`config.mk`:
```
export PLATFORM = sky130hd
export DESIGN_NAME = conv_unit_sequencer
export DESIGN_NICKNAME = d
export VERILOG_FILES = /design/src/rtl/conv_seq_pkg.sv /design/src/rtl/conv_seq_addr_gen.sv /design/src/rtl/conv_unit_sequencer.sv
export SDC_FILE = /design/constraint.sdc
export NUM_CORES = 1
export LEC_CHECK = 0
export CORE_ASPECT_RATIO = 1.2
export CORE_MARGIN = 2
export CORE_UTILIZATION = 46
export CTS_CLUSTER_SIZE = 24
export DETAILED_ROUTE_END_ITERATION = 6
export PLACE_DENSITY = 0.83
export SLEW_MARGIN = 10
export SYNTH_ARGS = -nofsm -noshare
export SYNTH_HDL_FRONTEND = slang
export SYNTH_SLANG_ARGS = --single-unit
```
`constraint.sdc`:
```
create_clock -name CLK -period 3.48 [get_ports CLK]
set_input_delay 0.522 -clock CLK [delete_from_list [all_inputs] [get_ports CLK]]
set_output_delay 0.522 -clock CLK [all_outputs]
set_load 0.01 [all_outputs]
```
`src/rtl/conv_seq_pkg.sv`:
```
// Shared types and constants for the convolution-unit tile sequencer.
package conv_seq_pkg;

  typedef enum logic [2:0] {
    StIdle,
    StLoadK,
    StRun,
    StDrain,
    StDone
  } state_e;

  // Bit positions inside each column's 8-bit control byte.
  localparam int unsigned ColLoadN    = 0;
  localparam int unsigned ColAccEn    = 1;
  localparam int unsigned ColClr      = 2;
  localparam int unsigned ColShiftOut = 3;
  localparam int unsigned ColBits     = 8;

  function automatic int unsigned common_width(input int unsigned dep, input int unsigned al);
    return 3 * dep + 2 * al;
  endfunction

endpackage

```
`src/rtl/conv_seq_addr_gen.sv`:
```
// Step/tile counters and kernel/neuron buffer address registers for the sequencer.
module conv_seq_addr_gen import conv_seq_pkg::*; #(
  parameter int unsigned depth = 2,
  parameter int unsigned Al    = 7,
  parameter int unsigned Ab    = 11
) (
  input  logic          clk,
  input  logic          rst_n,
  input  state_e        state,
  input  logic          accept,
  input  logic          advance,
  input  logic [Al-1:0] kernel_step,
  input  logic [Al-1:0] neuron_step,
  input  logic [Al-1:0] mac_cycles,
  input  logic [Al-1:0] num_tiles,
  input  logic [Ab-1:0] k_base,
  input  logic [Ab-1:0] cfg_k_base,
  input  logic [Ab-1:0] cfg_n_base,
  output logic [Al-1:0] step_next,
  output logic          step_last,
  output logic          tile_last,
  output logic [Ab-1:0] k_addr,
  output logic [Ab-1:0] n_addr
);

  localparam int unsigned D = 1 << depth;

  logic [Al-1:0] step_q, step_d, tile_q, tile_d;
  logic [Ab-1:0] k_addr_q, k_addr_d, n_addr_q, n_addr_d, n_tile_q, n_tile_d;

  assign step_last = (state == StRun) ? (step_q == mac_cycles - Al'(1)) : (step_q == Al'(D - 1));
  assign tile_last = (tile_q == num_tiles - Al'(1));

  always_comb begin
    step_d   = step_q;
    tile_d   = tile_q;
    k_addr_d = k_addr_q;
    n_addr_d = n_addr_q;
    n_tile_d = n_tile_q;
    if (state == StIdle) begin
      if (accept) begin
        step_d   = '0;
        tile_d   = '0;
        k_addr_d = cfg_k_base;
        n_tile_d = cfg_n_base;
      end
    end else if (advance) begin
      case (state)
        StLoadK: begin
          if (step_last) begin
            step_d   = '0;
            n_addr_d = n_tile_q;
          end else begin
            step_d   = step_q + Al'(1);
            k_addr_d = k_addr_q + Ab'(kernel_step);
          end
        end
        StRun: begin
          if (step_last) begin
            step_d = '0;
          end else begin
            step_d   = step_q + Al'(1);
            n_addr_d = n_addr_q + Ab'(1);
          end
        end
        StDrain: begin
          if (step_last) begin
            step_d = '0;
            if (!tile_last) begin
              tile_d   = tile_q + Al'(1);
              k_addr_d = k_base;
              n_tile_d = n_tile_q + Ab'(neuron_step);
            end
          end else begin
            step_d = step_q + Al'(1);
          end
        end
        default: ;
      endcase
    end
  end

  always_ff @(posedge clk or negedge rst_n) begin
    if (!rst_n) begin
      step_q   <= '0;
      tile_q   <= '0;
      k_addr_q <= '0;
      n_addr_q <= '0;
      n_tile_q <= '0;
    end else begin
      step_q   <= step_d;
      tile_q   <= tile_d;
      k_addr_q <= k_addr_d;
      n_addr_q <= n_addr_d;
      n_tile_q <= n_tile_d;
    end
  end

  assign step_next = step_d;
  assign k_addr    = k_addr_q;
  assign n_addr    = n_addr_q;

endmodule

```
`src/rtl/conv_unit_sequencer.sv`:
```
// Tile-level controller for the DxD PE mesh: kernel load, MAC run and psum drain per tile.
module conv_unit_sequencer import conv_seq_pkg::*; #(
  parameter  int unsigned depth = 2,
  parameter  int unsigned Al    = 7,
  parameter  int unsigned Ab    = 11,
  localparam int unsigned D     = 1 << depth,
  localparam int unsigned Cw    = common_width(depth, Al)
) (
  input  logic             CLK,
  input  logic             RSTn,
  input  logic             start,
  input  logic             hold,
  input  logic [depth-1:0] cfgTr,
  input  logic [depth-1:0] cfgTc,
  input  logic [Al-1:0]    cfgKernelStep,
  input  logic [Al-1:0]    cfgNeuronStep,
  input  logic [depth-1:0] cfgConvDivIni,
  input  logic [Al-1:0]    cfgMacCycles,
  input  logic [Al-1:0]    cfgNumTiles,
  input  logic [Ab-1:0]    cfgKBase,
  input  logic [Ab-1:0]    cfgNBase,
  output logic             busy,
  output logic             done,
  output logic             psumValid,
  output logic [Ab-1:0]    kBuffAddr,
  output logic [Ab-1:0]    nBuffAddr,
  output logic [D-1:0]     rowControl,
  output logic [8*D-1:0]   columnControl,
  output logic [Cw-1:0]    commonControl
);

  state_e state_q, state_d;
  logic active, accept, advance, frozen, step_last, tile_last;
  logic [Al-1:0] step_d;

  logic [depth-1:0] tr_q, tc_q, div_q;
  logic [Al-1:0]    kstep_q, nstep_q, mac_q, tiles_q;
  logic [Ab-1:0]    kbase_q;

  logic             busy_d, done_d, psum_d, busy_q, done_q, psum_q;
  logic [D-1:0]     row_d, row_q;
  logic [8*D-1:0]   col_d, col_q;

  assign active  = (state_q == StLoadK) || (state_q == StRun) || (state_q == StDrain);
  assign accept  = (state_q == StIdle) && start;
  assign advance = active && !hold;
  assign frozen  = active && hold;

  always_ff @(posedge CLK or negedge RSTn) begin
    if (!RSTn) begin
      state_q <= StIdle;
    end else begin
      state_q <= state_d;
    end
  end

  always_comb begin
    state_d = state_q;
    case (state_q)
      StIdle:  if (start) state_d = StLoadK;
      StLoadK: if (advance && step_last) state_d = StRun;
      StRun:   if (advance && step_last) state_d = StDrain;
      StDrain: if (advance && step_last) state_d = tile_last ? StDone : StLoadK;
      StDone:  state_d = StIdle;
      default: state_d = StIdle;
    endcase
  end

  // Outputs are computed for the position being entered, so they register in step with it.
  always_comb begin
    row_d  = '0;
    col_d  = '0;
    psum_d = 1'b0;
    busy_d = (state_d != StIdle);
    done_d = (state_d == StDone);
    if (!frozen) begin
      case (state_d)
        StLoadK: begin
          row_d[step_d[depth-1:0]] = 1'b1;
          if (step_d == '0) begin
            for (int c = 0; c < D; c++) col_d[c*ColBits + ColClr] = 1'b1;
          end
        end
        StRun: begin
          for (int c = 0; c < D; c++) begin
            col_d[c*ColBits + ColLoadN] = 1'b1;
            col_d[c*ColBits + ColAccEn] = 1'b1;
          end
        end
        StDrain: begin
          psum_d = 1'b1;
          for (int c = 0; c < D; c++) col_d[c*ColBits + ColShiftOut] = 1'b1;
        end
        default: ;
      endcase
    end
  end

  always_ff @(posedge CLK or negedge RSTn) begin
    if (!RSTn) begin
      row_q  <= '0;
      col_q  <= '0;
      psum_q <= 1'b0;
      busy_q <= 1'b0;
      done_q <= 1'b0;
    end else begin
      row_q  <= row_d;
      col_q  <= col_d;
      psum_q <= psum_d;
      busy_q <= busy_d;
      done_q <= done_d;
    end
  end

  always_ff @(posedge CLK or negedge RSTn) begin
    if (!RSTn) begin
      tr_q    <= '0;
      tc_q    <= '0;
      div_q   <= '0;
      kstep_q <= '0;
      nstep_q <= '0;
      mac_q   <= '0;
      tiles_q <= '0;
      kbase_q <= '0;
    end else if (accept) begin
      tr_q    <= cfgTr;
      tc_q    <= cfgTc;
      div_q   <= cfgConvDivIni;
      kstep_q <= cfgKernelStep;
      nstep_q <= cfgNeuronStep;
      mac_q   <= (cfgMacCycles == '0) ? Al'(1) : cfgMacCycles;
      tiles_q <= (cfgNumTiles == '0) ? Al'(1) : cfgNumTiles;
      kbase_q <= cfgKBase;
    end
  end

  conv_seq_addr_gen #(
    .depth (depth),
    .Al    (Al),
    .Ab    (Ab)
  ) u_addr_gen (
    .clk         (CLK),
    .rst_n       (RSTn),
    .state       (state_q),
    .accept      (accept),
    .advance     (advance),
    .kernel_step (kstep_q),
    .neuron_step (nstep_q),
    .mac_cycles  (mac_q),
    .num_tiles   (tiles_q),
    .k_base      (kbase_q),
    .cfg_k_base  (cfgKBase),
    .cfg_n_base  (cfgNBase),
    .step_next   (step_d),
    .step_last   (step_last),
    .tile_last   (tile_last),
    .k_addr      (kBuffAddr),
    .n_addr      (nBuffAddr)
  );

  assign busy          = busy_q;
  assign done          = done_q;
  assign psumValid     = psum_q;
  assign rowControl    = row_q;
  assign columnControl = col_q;
  assign commonControl = {tc_q, tr_q, kstep_q, nstep_q, div_q};

endmodule

```
---- Word-level counts from Yosys, hierarchy flattened ----
Cells that the tools add are included.
cells by class
  $add $sub $neg .......................... 7
  multiplexer cells ....................... 46
  reductions and logical operators ........ 22
  magnitude comparators ................... 2
  bitwise operators ....................... 1
  eq/ne operators ......................... 17
operators with widths
  operator                                              count
  two-way mux 11 bit                                    14
  two-way mux 7 bit                                     13
  one-hot mux 11 bit (2 select lines)                   2
  adder 11 x 7 -> 11 bit                                2
  zero test 7 bit                                       3
  two-way mux 3 bit                                     5
  adder 7 x 1 -> 7 bit (second input constant)          2
  equality test 7 bit                                   2
  subtractor 7 x 1 -> 7 bit (second input constant)     2
  equality test 3 x 2 -> 1 bit (second input constant)  4
  two-way mux 4 bit                                     3
  one-hot mux 3 bit (4 select lines)                    1
  adder 11 x 1 -> 11 bit (second input constant)        1
  AND reduction 5 bit                                   2
  != test 3 x 2 -> 1 bit (second input constant)        3
  nonzero test 2 bit                                    4
  equality test 7 x 2 -> 1 bit (second input constant)  1
  equality test 3 x 1 -> 1 bit (second input constant)  2
  two-way mux 1 bit                                     6
  != test 2 bit (second input constant)                 3
  AND reduction 6 bit                                   1
  nonzero test 3 bit                                    2
  logical AND 1 bit                                     5
  equality test 3 bit (second input constant)           1
  10 further kinds                                      11
word-level totals
  register bits after elaboration ......... 118

---- Depth between registers and ports, before layout ----
  depth after elaboration ................. 13
  mapped depth ............................ 13

---- By module ----
From an unflattened synthesis, not the netlist that was laid out.
unflattened totals
  cell total of the unflattened synthesis .. 651
  area, all modules ....................... 6,388.6 um^2
modules (own cells, without submodules)
  module               area each (um^2)  cells each  sequential area each (um^2)  instances
  conv_seq_addr_gen    3,862.5           463         1,176.1                      1
  conv_unit_sequencer  2,526.2           188         1,426.4                      1

---- Worst setup path after synthesis ----
Ideal clock, no wire load.
  path type ............................... reg2reg
  start ................................... reg mac_q[0]
  end ..................................... reg u_addr_gen.k_addr_q[10], in the netlist u_addr_gen.k_addr[10]
  cell stages (with the launch flop) ...... 13
  slack ................................... 0.155 ns
  arrival time ............................ 3.200 ns
  required time ........................... 3.355 ns
  period minus slack after synthesis ...... 3.325 ns
  path through ............................ dfrtp_1 -> inv_1 -> ha_1 -> nor3b_1 -> or3_1 -> a311oi_1 -> o221ai_2 -> nor4_2 -> mux2_4 -> a311oi_4 -> nand2_4 -> buf_6 -> mux2_4
on the way
  longest elaborated chain between the ends .. 5
  elaborated cells on any way between the ends .. 6
RTL lines
  item                              line                        text
  from (decl)                       conv_unit_sequencer.sv:37   logic [Al-1:0] kstep_q, nstep_q, mac_q, tiles_q;
  from (signal assigned)            conv_unit_sequencer.sv:131  mac_q <= (cfgMacCycles == '0) ? Al'(1) : cfgMacCycles;
  subtractor 7 x 1 -> 7 bit *       conv_seq_addr_gen.sv:31     assign step_last = (state == StRun) ? (step_q == mac_cycles - Al'(1)) : (step_q == Al'(D - 1));
  equality test 7 bit *             conv_seq_addr_gen.sv:31
  two-way mux 1 bit *               conv_seq_addr_gen.sv:31
  != test 3 x 2 -> 1 bit (no line)  -
  AND reduction 6 bit (no line) *   -
  to (signal assigned)              conv_seq_addr_gen.sv:93     k_addr_q <= k_addr_d;
  to (decl)                         conv_seq_addr_gen.sv:29     logic [Ab-1:0] k_addr_q, k_addr_d, n_addr_q, n_addr_d, n_tile_q, n_tile_d;
Mark *: on every way between the ends. The rest lies on a longest branch, timed or not.
A chain may end at the register's enable or synchronous reset.

---- Worst setup path in the final report ----
  start ................................... reg mac_q[2]
  end ..................................... reg u_addr_gen.k_addr_q[5], in the netlist u_addr_gen.k_addr[5]
Same word-level chain as after synthesis.

==> results.cfg <==
[cells_and_area]
num_antenna_cells = 0
layout-drive-gt1-share_pct = 8.94
nets = 915
fin_util_pct = 59.8
stdcell_count = 1007
final_area_um2 = 7880
syn_to_final_growth_pct = 27.0

[timing]
fin_ws_ps = 168
hold_ws_ps = 236
fin_skew_ps = 8.30
hold_viol = 0
finalCritPeriodShare_pct = 95.2
drv_slew = 0
fmax_ghz = 0.302
tightest_slew_ps = 826
rsz0062_at_grt = no
tns_ps = 0
setup_violations = 0
period_needed_ps = 3310
slew_headroom_pct = 44.8

[grt]
grt_overflow_total = 0
grt_max_degree = 61
grt_pass1_vias = 5354
grt_antenna_before_repair = 0
grt_usage_pct = 22.4
grt_pass1_wl_mm = 25.6

[power]
leakagePower_nw = 3.51
p_total_mw = 7.19
powerDensity_nw_per_um2 = 913
ir_drop_uv = 575

[logic_synthesis]
synth.distinct_cells = 72
ys_warn_count = 0
netlist_instances = 721
syn_area_um2 = 6200
synth_area_leaders = dfrtp_1 42%, nand2_1 11%, o21ai_0 4.4%
synth-edff-count = 0
ys_ff_latch = 104
synthArstFlopShare_pct = 100
yosysSeqAreaShare_pct = 42.0
synth_top_cell_area_share_pct = 42.0
synth-main-ff-cell = dfrtp_1
synth_top_area_cell = dfrtp_1
syn_avg_cell_area_um2 = 8.60

[detailed_routing]
wl_per_cell_um = 15.3
viasPerCell = 5.45
first_pass_iters = 5
drt_wl_total_mm = 15.4
via_count = 5490
initialDrtViolationCount = 277
ant_nets = 0
drc = 0

[worst_setup_path]
cp_data_required_time_ps = 3710
critPathKind = flop to flop
cp_top_family = simple AND/OR/NAND/NOR gates
cpMostUsedCell = mux2_4
cp_slowest_cell = or3_4
regToRegSetupSlack_ps = 170
worstPathArrival_ps = 3540
setup.worst_path.start_class = flop
setup.worst_path.end_class = flop
cp_cell_sequence = or3_4 -> o21ai_0 -> nand4_2 -> a211o_4 -> nor4_2 -> mux2_4 -> a311oi_4 -> nand2_4 -> mux2_4
path_max_fanout = 14
critPathBufInv = 0
critPathMaxStageDelay_ps = 460

[floorplanning]
die_x_um = 110
ios = 141
die-area_um2 = 14400
row_count = 46
core_um2 = 13200
die_y_um = 131
start_util_pct = 47.1

[clock_tree]
cts_tree = done
post_cts_buffers = 0
cts-root-buf = clkbuf_16
cts_htree_levels = 3
worstSkewPairLatency_ps = 350
numCtsBuffers = 9
path_clk_slew_ps = 70
cts_buffer_depth = 2
cts.sinks = 104

[placed_design]
hpwlAfterDp_mm = 11.2
pre_cts_slack_ps = 59.4
gp_congestion = 0.942
port_buffers = 124
dp_cells = 991
dpl_cell_area_um2 = 7510

[hold_path]
hp-class = primary input to asynchronous set/reset pin

[status]
outcome = finished, final reports clean

[flow_run]
maxCapViolations = 0
cell type report:
| class | instances | area (um2) |
|---|---|---|
| inverters | 27 | 101 |
| fillers | 1086 | 5300 |
| well taps | 168 | 210 |
| clock buffers | 11 | 243 |
| multi-input cells | 544 | 3200 |
| clock inverters | 5 | 104 |
| flip-flops and latches | 104 | 2600 |
| repair buffers | 148 | 1420 |
cell usage after synthesis (all sizes together), types with 3 or more instances:
cell and instances:
a21boi 4, a21o 4, a21oi 44, a22o 3
a31oi 9, and3 4, buf 43, clkbuf 18
dfrtp 104, ha 19, inv 27, mux2 9
mux2i 3, nand2 179, nand2b 5, nand3 16
nand4 7, nor2 46, nor2b 7, nor3 18
nor3b 5, nor4 3, o2111ai 5, o211ai 4
o21ai 54, o22ai 8, o31ai 5, or3 6
or4 5, xnor2 16, xor2 6
cell families after synthesis:
family | Yosys count | share of synthesized area (%)
fa+ha+maj | 21 | 4.48
other cells | 1 | 0.0605
compound gates | 162 | 17.0
flops | 104 | 42.0
buf+inv | 88 | 7.75
simple gates | 310 | 23.0
xor+xnor | 23 | 3.47
mux | 12 | 2.36
timing repair:
action / 4_1_cts / 5_1_grt
hold buffers: 0 / 0
endpoints found under the hold margin: 0 / 0
endpoints found under the setup margin: 0 / 25
resized for setup: 0 / 3
worst paths after layout:
check,startpoint,to,cells past startpoint
setup / recovery,mac_q[2],u_addr_gen.k_addr[5],9
hold / removal,RSTn,u_addr_gen.tile_q[4],1
setup reg to reg,mac_q[2],u_addr_gen.k_addr[5],9
hold reg to reg,kbase_q[7],kbase_q[7],2
max in group asynchronous,RSTn,u_addr_gen.k_addr[0],2
min in group CLK,kbase_q[7],kbase_q[7],2
metal layers:
metal / track usage (%) / wire, um
met1: 29.0 / 6450
met2: 36.6 / 7540
met3: 3.27 / 907
met4: 9.77 / 478
met5: 0 / 0
cell usage in the layout (no fill, tap or decap), types with 4 or more instances in the layout:
| master | count |
|---|---|
| a31oi_1 | 8 |
| mux2_2 | 5 |
| and3_1 | 4 |
| mux2_4 | 4 |
| a21boi_0 | 4 |
| nand2b_1 | 5 |
| a21oi_1 | 43 |
| o2111ai_1 | 5 |
| nand2_1 | 178 |
| nor2_1 | 46 |
| a21o_1 | 4 |
| inv_1 | 27 |
| xor2_1 | 6 |
| nor3_1 | 17 |
| nor2b_1 | 7 |
| clkdlybuf4s50_1 | 123 |
| ha_1 | 19 |
| or3_1 | 5 |
| clkbuf_16 | 9 |
| nand4_1 | 6 |
| o21ai_0 | 54 |
| buf_4 | 25 |
| or4_1 | 4 |
| o211ai_1 | 4 |
| nand3_1 | 15 |
| o31ai_1 | 4 |
| dfrtp_1 | 104 |
| o22ai_1 | 8 |
| xnor2_1 | 16 |
| conb_1 | 16 |
flip-flops by register name (all words and copies together) (netlist names), 3 cells and up:
register	flops
columnControl	3
kbase_q	11
kstep_q	7
mac_q	7
nstep_q	7
rowControl	4
state_q	3
tiles_q	7
u_addr_gen.k_addr	11
u_addr_gen.n_addr	11
u_addr_gen.n_tile_q	11
u_addr_gen.step_q	7
u_addr_gen.tile_q	7
power breakdown:
part	switching [mW]	internal (mW)
Combinational	1.90	1.84
Sequential	0.548	1.73
Clock	0.450	0.724
Power figures use the tool's default switching activity.
